File: config.mk
export PLATFORM = sky130hd
export DESIGN_NAME = fixed_point_adder_pipe
export DESIGN_NICKNAME = d
export VERILOG_FILES = /design/src/rtl/fixed_point_adder_pipe.sv
export SDC_FILE = /design/constraint.sdc
export NUM_CORES = 1
export LEC_CHECK = 0
export BUFFER_PORTS_ARGS = -buffer_cell sky130_fd_sc_hd__buf_2
export CORE_ASPECT_RATIO = 1.4
export CORE_UTILIZATION = 48
export DETAILED_ROUTE_END_ITERATION = 8
export PLACE_DENSITY = 0.75
export SYNTH_ARGS = -nofsm -noshare
export SYNTH_HDL_FRONTEND = slang
export SYNTH_SLANG_ARGS = --single-unit
File: constraint.sdc
create_clock -name clk -period 1.8 [get_ports clk]
set_input_delay 0.18 -clock clk [delete_from_list [all_inputs] [get_ports clk]]
set_output_delay 0.18 -clock clk [all_outputs]
set_load 0.005 [all_outputs]
File: src/rtl/fixed_point_adder_pipe.sv
// Two-stage pipelined signed fixed-point add/subtract with valid/ready flow control.
// S1 forms the exact sum on a common binary point; S2 converts it to the C format
// with optional round-half-up and saturation, and drives c/ovf/out_valid directly.
module fixed_point_adder_pipe #(
    parameter int A_FRAC_LEN = 2,
    parameter int A_WORD_LEN = 4,
    parameter int B_FRAC_LEN = 3,
    parameter int B_WORD_LEN = 7,
    parameter int C_FRAC_LEN = 2,
    parameter int C_WORD_LEN = 7,
    parameter int ROUND_MODE = 0,
    parameter int SATURATE   = 1
) (
    input  logic                  clk,
    input  logic                  rst_n,
    input  logic                  in_valid,
    output logic                  in_ready,
    input  logic [A_WORD_LEN-1:0] a,
    input  logic [B_WORD_LEN-1:0] b,
    input  logic                  op_sub,
    output logic                  out_valid,
    input  logic                  out_ready,
    output logic [C_WORD_LEN-1:0] c,
    output logic                  ovf
);
    // Common binary point for the exact sum: widest fraction, widest integer part,
    // plus one bit so the add/subtract can never overflow.
    localparam int F  = (A_FRAC_LEN > B_FRAC_LEN) ? A_FRAC_LEN : B_FRAC_LEN;
    localparam int AI = A_WORD_LEN - A_FRAC_LEN;
    localparam int BI = B_WORD_LEN - B_FRAC_LEN;
    localparam int I  = (AI > BI) ? AI : BI;
    localparam int SW = I + F + 1;

    // Conversion shifts: exactly one of these is nonzero (or both zero).
    localparam int LSH    = (C_FRAC_LEN >= F) ? C_FRAC_LEN - F : 0;
    localparam int RSH    = (C_FRAC_LEN >= F) ? 0 : F - C_FRAC_LEN;
    localparam int RND_SH = (RSH > 0) ? RSH - 1 : 0;

    // Working width keeps headroom above both the shifted sum and the C range, so the
    // rounding increment and the range compare never wrap.
    localparam int WW = SW + LSH + C_WORD_LEN + 2;

    localparam logic signed [WW-1:0] RND  =
        {{(WW-1){1'b0}}, (ROUND_MODE != 0) && (RSH > 0)} << RND_SH;
    localparam logic signed [WW-1:0] CMAX =
        {{(WW-C_WORD_LEN+1){1'b0}}, {(C_WORD_LEN-1){1'b1}}};
    localparam logic signed [WW-1:0] CMIN =
        {{(WW-C_WORD_LEN+1){1'b1}}, {(C_WORD_LEN-1){1'b0}}};

    logic                  s1_valid, s2_valid;
    logic signed [SW-1:0]  s1_sum;
    logic                  adv1, adv2;

    logic signed [SW-1:0]  a_al, b_al, sum_d;
    logic signed [WW-1:0]  ext, conv;
    logic                  ovf_d;
    logic [C_WORD_LEN-1:0] c_d;

    // Handshake: a stage may load when it is empty or its contents move on.
    always_comb begin
        adv2     = !s2_valid || out_ready;
        adv1     = !s1_valid || adv2;
        in_ready = adv1;
    end

    assign out_valid = s2_valid;

    // S1 datapath: align both operands to F fractional bits and add/subtract exactly.
    always_comb begin
        a_al  = $signed({{(SW-A_WORD_LEN){a[A_WORD_LEN-1]}}, a}) <<< (F - A_FRAC_LEN);
        b_al  = $signed({{(SW-B_WORD_LEN){b[B_WORD_LEN-1]}}, b}) <<< (F - B_FRAC_LEN);
        sum_d = op_sub ? (a_al - b_al) : (a_al + b_al);
    end

    // S2 datapath: rescale to C, optional round-half-up, then range check and clamp/wrap.
    always_comb begin
        ext   = {{(WW-SW){s1_sum[SW-1]}}, s1_sum};
        conv  = ((ext <<< LSH) + RND) >>> RSH;
        ovf_d = (conv > CMAX) || (conv < CMIN);
        c_d   = conv[C_WORD_LEN-1:0];
        if (ovf_d && (SATURATE != 0))
            c_d = conv[WW-1] ? {1'b1, {(C_WORD_LEN-1){1'b0}}}
                             : {1'b0, {(C_WORD_LEN-1){1'b1}}};
    end

    // Pipeline registers; reset drops everything in flight and clears the outputs.
    always_ff @(posedge clk) begin
        if (!rst_n) begin
            s1_valid <= 1'b0;
            s2_valid <= 1'b0;
            s1_sum   <= '0;
            c        <= '0;
            ovf      <= 1'b0;
        end else begin
            if (adv1) begin
                s1_valid <= in_valid;
                if (in_valid) s1_sum <= sum_d;
            end
            if (adv2) begin
                s2_valid <= s1_valid;
                if (s1_valid) begin
                    c   <= c_d;
                    ovf <= ovf_d;
                end
            end
        end
    end
endmodule

Yosys cells after proc, flatten, opt, wreduce, memory -nomap -nowiden
Index checks and enable logic that the tools add are counted.
W data, S select, Z words.
{"block": "op_classes", "add_sub_neg": 2, "mul": 0, "div_mod_pow": 0, "n_lt_le_gt_ge": 2, "eq_ne": 0, "n_shift": 0, "muxes": 3, "bitwise_logic": 0, "n_reduce_logical": 7}
{"operator": "$mux W7", "n": 2}
{"operator": "$add A5 B7 Y8", "n": 1}
{"operator": "$mux W8", "n": 1}
{"operator": "$sub A5 B7 Y8", "n": 1}
{"operator": "$gt A7 B7 Y1 const B", "n": 1}
{"operator": "$lt A7 B7 Y1 const B", "n": 1}
{"operator": "$reduce_and A2 Y1", "n": 2}
{"operator": "$logic_or A1 B1 Y1", "n": 3}
{"operator": "$logic_not A1 Y1", "n": 2}
{"block": "totals", "ff_bits": 18, "latchBits": 0, "ramBits": 0, "rom_bits": 0, "inputBits": 16, "out_inout_bits": 10, "elab_cells": 19, "n_memories": 0}

Logic depth before layout (Yosys ltp)
Gate-level depths: netlist (run 1).
{"block": "depth", "word_depth": 4, "depth_mapped": 7, "mapped_depth_nobuf": 7}

Worst setup path before layout (run 1)
OpenSTA, ideal clock, no wires.
{"block": "synth_path", "kind": "in2reg", "start": "in a[0]", "end": "reg s1_sum[5]", "setup_time_ns": 0.091, "arrival_time_ns": 1.697, "t_required_ns": 1.709, "path_slack_ns": 0.012, "cell_stages": 7, "path_buffers": 0, "cell_sequence": "ha_1 -> fa_1 -> nand2b_1 -> a21oi_1 -> a211o_1 -> or3_1 -> a311oi_1"}
{"block": "synth_between", "elab_chain_len": 2, "word_cells_on_any_way": 3, "cone_classes": "add/sub: 2; mux: 1"}
{"element": "from (decl)", "line_no": "18", "text": "input logic [A_WORD_LEN-1:0] a,"}
{"element": "$add A5 B7 Y8 / $sub A5 B7 Y8 (equally long branches)", "line_no": "72", "text": "sum_d = op_sub ? (a_al - b_al) : (a_al + b_al);"}
{"element": "$mux W8 (*)", "line_no": "72"}
{"element": "to (signal assigned)", "line_no": "97", "text": "if (in_valid) s1_sum <= sum_d;"}
{"element": "to (decl)", "line_no": "51", "text": "logic signed [SW-1:0] s1_sum;"}
Mark *: on every way between the ends. The rest lies on a longest branch, timed or not.
A chain may end at the register's enable or synchronous reset.

Worst setup path after layout (run 1)
Same ends and word-level chain as after synthesis.

==> impl_metrics.ini, run 1 <==
[synthesis]
netlist_area_um2 = 1152
synth_cells = 136
synth_edf_count = 0
yosys-top-cells-area = dfxtp_1, ha_1, mux2i_1
synth_cell_type_count = 39
yosysWarnings = 0
ys.flop_type = dfxtp_1
ys_seq_area_share_pct = 29.53
synth-seq-cells = 17
yosys.area.top_type = dfxtp_1
syn_area_per_cell_um2 = 8.473
async_flop_share_pct = 0
syn_nets = 166
yosysTopAreaCellShare_pct = 29.53

[setup_path]
cp_data_arrival_time_ns = 1.90
r2r_start = out_valid
start_kind = input pin
critPathLaunch = a[0]
critPathKind = in -> reg
required_ns = 2.01
path_max_fanout = 2
endpoint_kind = register

[route]
drt-initial-drc-count = 14
met3_length_um = 56
viasPerCell = 5.400
routed_wl_um = 2130
drc = 2
met1Wirelength_um = 900
dr_wl_met2_um = 1088
wl_per_cell_um = 11.21
ant_nets = 0
top_layer_used = met4
via_count = 1026
first_pass_iters = 6

[clock_network]
cts_root_buf = clkbuf_4
cts_tree = yes
cts_sinks = 17
cts_setup_buffers = 0
numCtsBuffers = 3
cts_hold_buffers = 0
clk_latency_ns = 0.28
h-tree-depth = 1
cts_buffer_depth = 2
clk_pin_slew_ns = 0.09

[grt]
grt_pass1_wl_um = 3636
grt_max_degree = 16
overflow = 0
grt_antenna_before_repair = 0
grt_pass1_vias = 928
track_usage_pct = 18.19

[layout]
layout_commonest_cell = buf_2
antenna_cells = 0
final_nets = 199
area_delta_synth_final_pct = 18.24
layout_common_cells = buf_2, dfxtp_1, inv_1
layout-drive-gt1-share_pct = 22.02

[timing]
fin_worst_skew_ns = 0.004540
rsz0062_at_grt = false
slew_violations = 0
setup_viol = 0
final.setup.tns_ns = 0
maxSlewHeadroom_pct = 67.44
worst_pin_slew_ns = 0.4884
fin_crit_sh_pct = 93.92
holdWs_ns = 0.1384
max_freq_ghz = 0.5915
hold_viol_final = 0
period_minus_slack_ns = 1.691

[floorplanning]
initial_core_util_pct = 51.74
rows = 20
fp.dieH_um = 59.98
die_w_um = 43.41
core_area_um2 = 2227
ioPinCount = 26
die-area_um2 = 2604

[place]
gp_congestion = 0.8068
post-dp-hpwl_um = 1762
io_buffers = 25

[min_path]
hp-class = in -> reg
hp-start = in_valid

[status]
status = finished, violations left
violations = DRC

[flow_run]
maxCapViolCount = 0

[power]
p_per_area_nw_per_um2 = 624.5
ir_worst_vdd_mv = 0.2696
power_mw = 0.8509
p_leak_nw = 0.7057
-- power breakdown --
part | switching (mW) | total [mW] | leakage, nW | internal, mW
Clock | 0.109 | 0.195 | 0.0150 | 0.0861
Combinational | 0.126 | 0.244 | 0.551 | 0.118
Sequential | 0.0122 | 0.412 | 0.139 | 0.400
-- cell usage after synthesis (all sizes together), types with 2 or more instances --
library cell,instances
buf,3
dfxtp,17
nor2b,2
nand2b,4
mux2i,9
a211oi,4
xnor2,3
ha,12
or3,2
nor3,3
o21ai,6
nand2,6
inv,16
fa,2
a21oi,9
nor2,14
nor3b,2
nand3,4
-- repair_timing --
| item | in CTS | in global routing |
|---|---|---|
| setup endpoints to repair | 0 | 1 |
| endpoints found under the hold margin | 0 | 0 |
| gates resized for setup | 0 | 1 |
-- area by class of cell --
| cell class | instances | area [µm²] |
|---|---|---|
| Clock buffer | 4 | 26.28 |
| Fill cell | 208 | 864.6 |
| Inverter | 16 | 60.06 |
| Multi-Input combinational cell | 100 | 738.2 |
| Sequential cell | 17 | 340.3 |
| Tap cell | 22 | 27.53 |
| Timing Repair Buffer | 31 | 170.2 |
-- cells by family (layout without fill, tap and decap cells) --
family                     count (synthesis)  count (layout)  synth area share [%]
muxes                                      9               9                 7.818
buffers and inverters                     19              51                 6.948
AOI/OAI and AO/OA                         30              30                 17.37
and+or+nand+nor                           44              44                 19.54
xor gates and xnor gates                   3               3                 2.281
DFF                                       17              17                 29.53
adders and majority gates                 14              14                 16.50
-- worst max-delay path, stage by stage --
cell      delay, ns
buf_2          0.10
ha_1           0.21
fa_1           0.38
nand2b_1       0.08
a21oi_1        0.08
a211o_1        0.30
or3_1          0.32
a311oi_2       0.25
-- routing by layer --
layer  GRT usage, %  vias to the layer above
met2          32.47                       22
met1          19.70                      458
li1               -                      538
met5              0                        -
met3          1.813                        8
met4          12.95                        0
-- state kept, by name, summed over array words and instances, names as in the netlist --
name and flops:
ovf 1, s1_sum 7, c 7, s1_valid 1, out_valid 1
-- through the flow --
| stage | util, % | setup WS [ns] | cell area (µm²) | instances |
|---|---|---|---|---|
| global route | 61.18 | 0.02440 | 1363 | 190 |
| finish | 61.18 | 0.1094 | 1363 | 190 |
| CTS | 60.90 | 0.1154 | 1356 | 190 |
| detailed placement | 59.72 | -0.1800 | 1330 | 186 |
| global placement | 59.72 | -0.1697 | 1330 | 186 |
| floorplan | - | 0.01239 | 1152 | 136 |
-- path summary, 6_finish.rpt --
path | to | slack (ns) | cells past startpoint
max | s1_sum[5] | 0.11 | 8
min | s1_valid | 0.14 | 3
max reg2reg | s1_sum[7] | 0.45 | 5
min reg2reg | s1_sum[1] | 0.47 | 2
Power figures use the tool's default switching activity.
==> run 2: changes to the inputs <==
--- a/config.mk
+++ b/config.mk
@@ -6,10 +6,11 @@
 export NUM_CORES = 1
 export LEC_CHECK = 0
 export BUFFER_PORTS_ARGS = -buffer_cell sky130_fd_sc_hd__buf_2
+export CAP_MARGIN = 20
 export CORE_ASPECT_RATIO = 1.4
-export CORE_UTILIZATION = 48
+export CORE_UTILIZATION = 55
 export DETAILED_ROUTE_END_ITERATION = 8
-export PLACE_DENSITY = 0.75
+export PLACE_DENSITY = 0.81
 export SYNTH_ARGS = -nofsm -noshare
 export SYNTH_HDL_FRONTEND = slang
 export SYNTH_SLANG_ARGS = --single-unit
==> constraint.sdc (replaced) <==
create_clock -name clk -period 2.05 [get_ports clk]
set_input_delay 0.205 -clock clk [delete_from_list [all_inputs] [get_ports clk]]
set_output_delay 0.205 -clock clk [all_outputs]
set_load 0.005 [all_outputs]
==> impl_metrics.ini, run 2 (synthesis gave the netlist of run 1 again) <==
[timing]
final.setup.tns_ns = 0
worst_pin_slew_ns = 0.5018
rsz0062_at_grt = false
hold_viol_final = 0
fin_crit_sh_pct = 84.50
slew_violations = 0
fin_worst_skew_ns = 0.002976
period_minus_slack_ns = 1.732
maxSlewHeadroom_pct = 66.54
setup_viol = 0
max_freq_ghz = 0.5773

[layout]
area_delta_synth_final_pct = 13.68
antenna_cells = 0
layout_common_cells = buf_2, dfxtp_1, inv_1
reg_top3 = c x7, s1_sum x7
fillerInstances = 170
layout-drive-gt1-share_pct = 18.52
layout_commonest_cell = buf_2
final_nets = 193

[setup_path]
cpLargestDelayFamily = compound AO/OA/AOI/OAI gates
path_cells = buf_2 > ha_1 > fa_1 > nand2b_1 > a21oi_1 > a211o_1 > or3_1 > a311oi_1
required_ns = 2.24
critPathKind = in -> reg
cp_data_arrival_time_ns = 1.93
cp.depth = 8
r2r_start = s1_valid
regToRegEndpoint = s1_sum[7]
crit_slowest_cell = fa_1
path_max_fanout = 3
endpoint_kind = register
start_kind = input pin
critPathBufInv = 1
r2r_cells = 5
crit_path_max_incr_delay_ns = 0.38
reg2reg_slack_ns = 0.73

[route]
ant_nets = 0
routed_wl_um = 2102
viasPerCell = 5.536
first_pass_iters = 4
wl_per_cell_um = 11.49
drt-initial-drc-count = 19
via_count = 1013
drc = 0

[floorplanning]
rows = 19
die_w_um = 40.69
fp.dieH_um = 56.16
ioPinCount = 26
core_area_um2 = 1973
die-area_um2 = 2285
initial_core_util_pct = 58.40

[grt]
track_usage_pct = 21.80
grt_antenna_before_repair = 0
grt_max_degree = 16
grt_pass1_vias = 967
overflow = 0
grt_pass1_wl_um = 3615

[status]
status = finished clean

[place]
post-dp-hpwl_um = 1739
io_buffers = 25
gp_congestion = 0.7585

[clock_network]
h-tree-depth = 1
cts_sinks = 17
clk_pin_slew_ns = 0.09
cts_setup_buffers = 0
cts_tree = yes
numCtsBuffers = 3
cts_root_buf = clkbuf_4
cts_resized = 0
cts_buffer_depth = 2
cts_hold_buffers = 0
clk_latency_ns = 0.28

[power]
power_mw = 0.7324
ir_worst_vdd_mv = 0.2830
p_leak_nw = 0.6755
p_per_area_nw_per_um2 = 559.1

[flow_run]
maxCapViolCount = 0

[min_path]
hp-start = in_valid
whs_endpoint = s1_valid
min_path_cells = 3
hp-class = in -> reg
==> run 2: cell types whose count changed in the layout (fill, tap and decap cells not counted) <==
| cell | change |
|---|---|
| a311oi_2 | -1 |
| buf_4 | -6 |
| a311oi_1 | +1 |
==> run 2: layout make-up <==
cell class,instances,area [µm²],area share (%)
multi-input cells,100,732.0,55.87
flip-flops and latches,17,340.3,25.98
repair buffers,25,125.1,9.551
inverters,16,60.06,4.585
clock buffers,4,26.28,2.006
well taps,21,26.28,2.006
==> run 2: worst max path at each step <==
stage	end	start	slack, ns
after floorplan	s1_sum[5]	a[0]	0.24
after global placement	s1_sum[5]	a[0]	0.06
after detailed placement	s1_sum[5]	a[0]	0.02
after CTS	s1_sum[5]	a[0]	0.32
after global routing	s1_sum[5]	a[0]	0.15
final	s1_sum[5]	a[0]	0.32
==> run 2: stage by stage <==
step	cells	instance area (µm²)	setup WS (ns)	utilization [%]	hold slack [ns]
after floorplan	136	1152	0.2374	-	0.3345
final	183	1310	0.3177	66.39	0.1678
after CTS	183	1310	0.3160	66.39	0.1646
after global placement	179	1284	0.05980	65.06	0.4447
after detailed placement	179	1284	0.02183	65.06	0.4476
after global routing	183	1310	0.1507	66.39	0.1682
==> run 2: per-layer routing <==
| metal | GRT usage [%] | vias to the layer above | share of wire (%) |
|---|---|---|---|
| met3 | 3.200 | 4 | 3.2 |
| li1 | - | 525 | - |
| met5 | 0 | - | 0 |
| met1 | 24.43 | 464 | 43 |
| met4 | 9.524 | 0 | 1.3 |
| met2 | 37.41 | 20 | 52 |
==> run 2: power breakdown <==
| part | switching, mW | internal (mW) |
|---|---|---|
| Clock | 0.0960 | 0.0754 |
| Combinational | 0.106 | 0.0923 |
| Sequential | 0.0113 | 0.351 |
==> run 2: tightest hold or removal path, cell delays in order <==
cell and delay (ns):
buf_2 0.11, inv_1 0.04, a21oi_1 0.05
==> run 3: changes to the inputs <==
--- a/config.mk
+++ b/config.mk
@@ -8,9 +8,9 @@
 export BUFFER_PORTS_ARGS = -buffer_cell sky130_fd_sc_hd__buf_2
 export CAP_MARGIN = 20
 export CORE_ASPECT_RATIO = 1.4
-export CORE_UTILIZATION = 55
+export CORE_UTILIZATION = 48
 export DETAILED_ROUTE_END_ITERATION = 8
-export PLACE_DENSITY = 0.81
+export PLACE_DENSITY = 0.75
 export SYNTH_ARGS = -nofsm -noshare
 export SYNTH_HDL_FRONTEND = slang
 export SYNTH_SLANG_ARGS = --single-unit
==> constraint.sdc (replaced) <==
create_clock -name clk -period 1.5 [get_ports clk]
set_input_delay 0.15 -clock clk [delete_from_list [all_inputs] [get_ports clk]]
set_output_delay 0.15 -clock clk [all_outputs]
set_load 0.005 [all_outputs]
==> impl_metrics.ini, run 3 (synthesis gave the netlist of run 1 again) <==
[setup_path]
path_max_fanout = 2
endpoint_kind = register
start_kind = input pin
critPathKind = in -> reg
required_ns = 1.70
cp_data_arrival_time_ns = 1.75

[grt]
track_usage_pct = 18.88
grt_pass1_wl_um = 3732
grt_max_degree = 15
overflow = 0
grt_pass1_vias = 945
grt_antenna_before_repair = 0

[timing]
layout_setup_ws_ns = -0.04778
fin_worst_skew_ns = 0.001300
maxSlewHeadroom_pct = 69.56
worst_pin_slew_ns = 0.4566
rsz0062_at_grt = true
period_minus_slack_ns = 1.548
fin_crit_sh_pct = 103.2
holdWs_ns = 0.1094
setup_viol = 1
hold_viol_final = 0
slew_violations = 0
max_freq_ghz = 0.6461

[status]
status = finished, violations left
violations = DRC, setup timing

[layout]
fillerInstances = 180
fin_area_um2 = 1511
layout-drive-gt1-share_pct = 31.64
layout_common_cells = buf_2, dfxtp_1, inv_1
fin_cells = 199
area_delta_synth_final_pct = 31.16
antenna_cells = 0
final_nets = 208
layout_commonest_cell = buf_2
reg_top3 = c x7, s1_sum x7

[min_path]
hp-class = in -> reg

[power]
ir_worst_vdd_mv = 0.3591
p_leak_nw = 0.7625
p_per_area_nw_per_um2 = 716.4
power_mw = 1.083

[route]
viasPerCell = 5.412
wl_per_cell_um = 12.06
routed_wl_um = 2399
via_count = 1077
ant_nets = 0
drc = 6
first_pass_iters = 6
drt-initial-drc-count = 15

[floorplanning]
core_area_um2 = 2227
fp.dieH_um = 59.98
initial_core_util_pct = 51.74
die-area_um2 = 2604
die_w_um = 43.41
ioPinCount = 26
rows = 20

[clock_network]
h-tree-depth = 1
numCtsBuffers = 3
cts_buffer_depth = 2
cts_tree = yes
clk_latency_ns = 0.29
cts_hold_buffers = 0
cts_sinks = 17
cts_root_buf = clkbuf_4
cts_setup_buffers = 0
clk_pin_slew_ns = 0.09

[place]
postPlaceCellArea_um2 = 1403
place_ws_ns = -0.3400
io_buffers = 25
gp_congestion = 0.8359
place_inst = 195
post-dp-hpwl_um = 1901

[flow_run]
maxCapViolCount = 0
[run 3: cell types whose count changed in the layout (fill, tap and decap cells not counted), moves of 2 or more]
cell / previous run / this run
a21oi_2: 0 / 3
a21oi_1: 9 / 6
buf_4: 0 / 15
buf_2: 25 / 23
[run 3: worst paths after layout]
kind / start / cells past startpoint / endpoint / slack [ns]
max reg2reg: s1_valid / 4 / s1_sum[5] / 0.15
max: a[0] / 8 / s1_sum[5] / -0.05
min reg2reg: s1_sum[1] / 2 / s1_sum[1] / 0.46
min: in_valid / 3 / s1_valid / 0.11
[run 3: metal layers]
| metal | share of wire, % | up-vias | track usage, % | wire (µm) |
|---|---|---|---|---|
| met5 | 0 | - | 0 | 0 |
| met4 | 2.5 | 0 | 12.05 | 59 |
| met3 | 3.0 | 7 | 2.115 | 71 |
| met2 | 55 | 20 | 35.06 | 1316 |
| met1 | 40 | 495 | 19.70 | 952 |
| li1 | - | 555 | - | - |
[run 3: power breakdown]
part	internal, mW	total (mW)	switching (mW)
Sequential	0.480	0.494	0.0146
Clock	0.103	0.235	0.132
Combinational	0.176	0.353	0.177
[run 3: repair_timing]
action	CTS	global route
setup endpoints to repair	1	3
resized for setup	4	10
gates cloned	0	0
[run 3: area by class of cell]
cell class	instances	area, µm²	share of cell area, %
well taps	22	27.53	1.821
clock buffers	4	26.28	1.738
multi-input cells	100	803.3	53.15
flip-flops and latches	17	340.3	22.52
inverters	16	60.06	3.974
repair buffers	40	254.0	16.80
[run 3: critical path: stages]
cell      delay, ns
buf_8          0.10
ha_4           0.15
fa_2           0.36
nand2b_1       0.10
a21oi_2        0.06
a211o_1        0.28
or3_1          0.34
a311oi_2       0.20
[run 3: stage by stage]
stage / utilization (%) / setup TNS [ns]
final: 67.87 / -0.04778
after global routing: 67.87 / -0.2087
after CTS: 65.34 / 0
after detailed placement: 62.98 / -1.218
after global placement: 62.98 / -0.8825
after floorplan: - / -0.1285
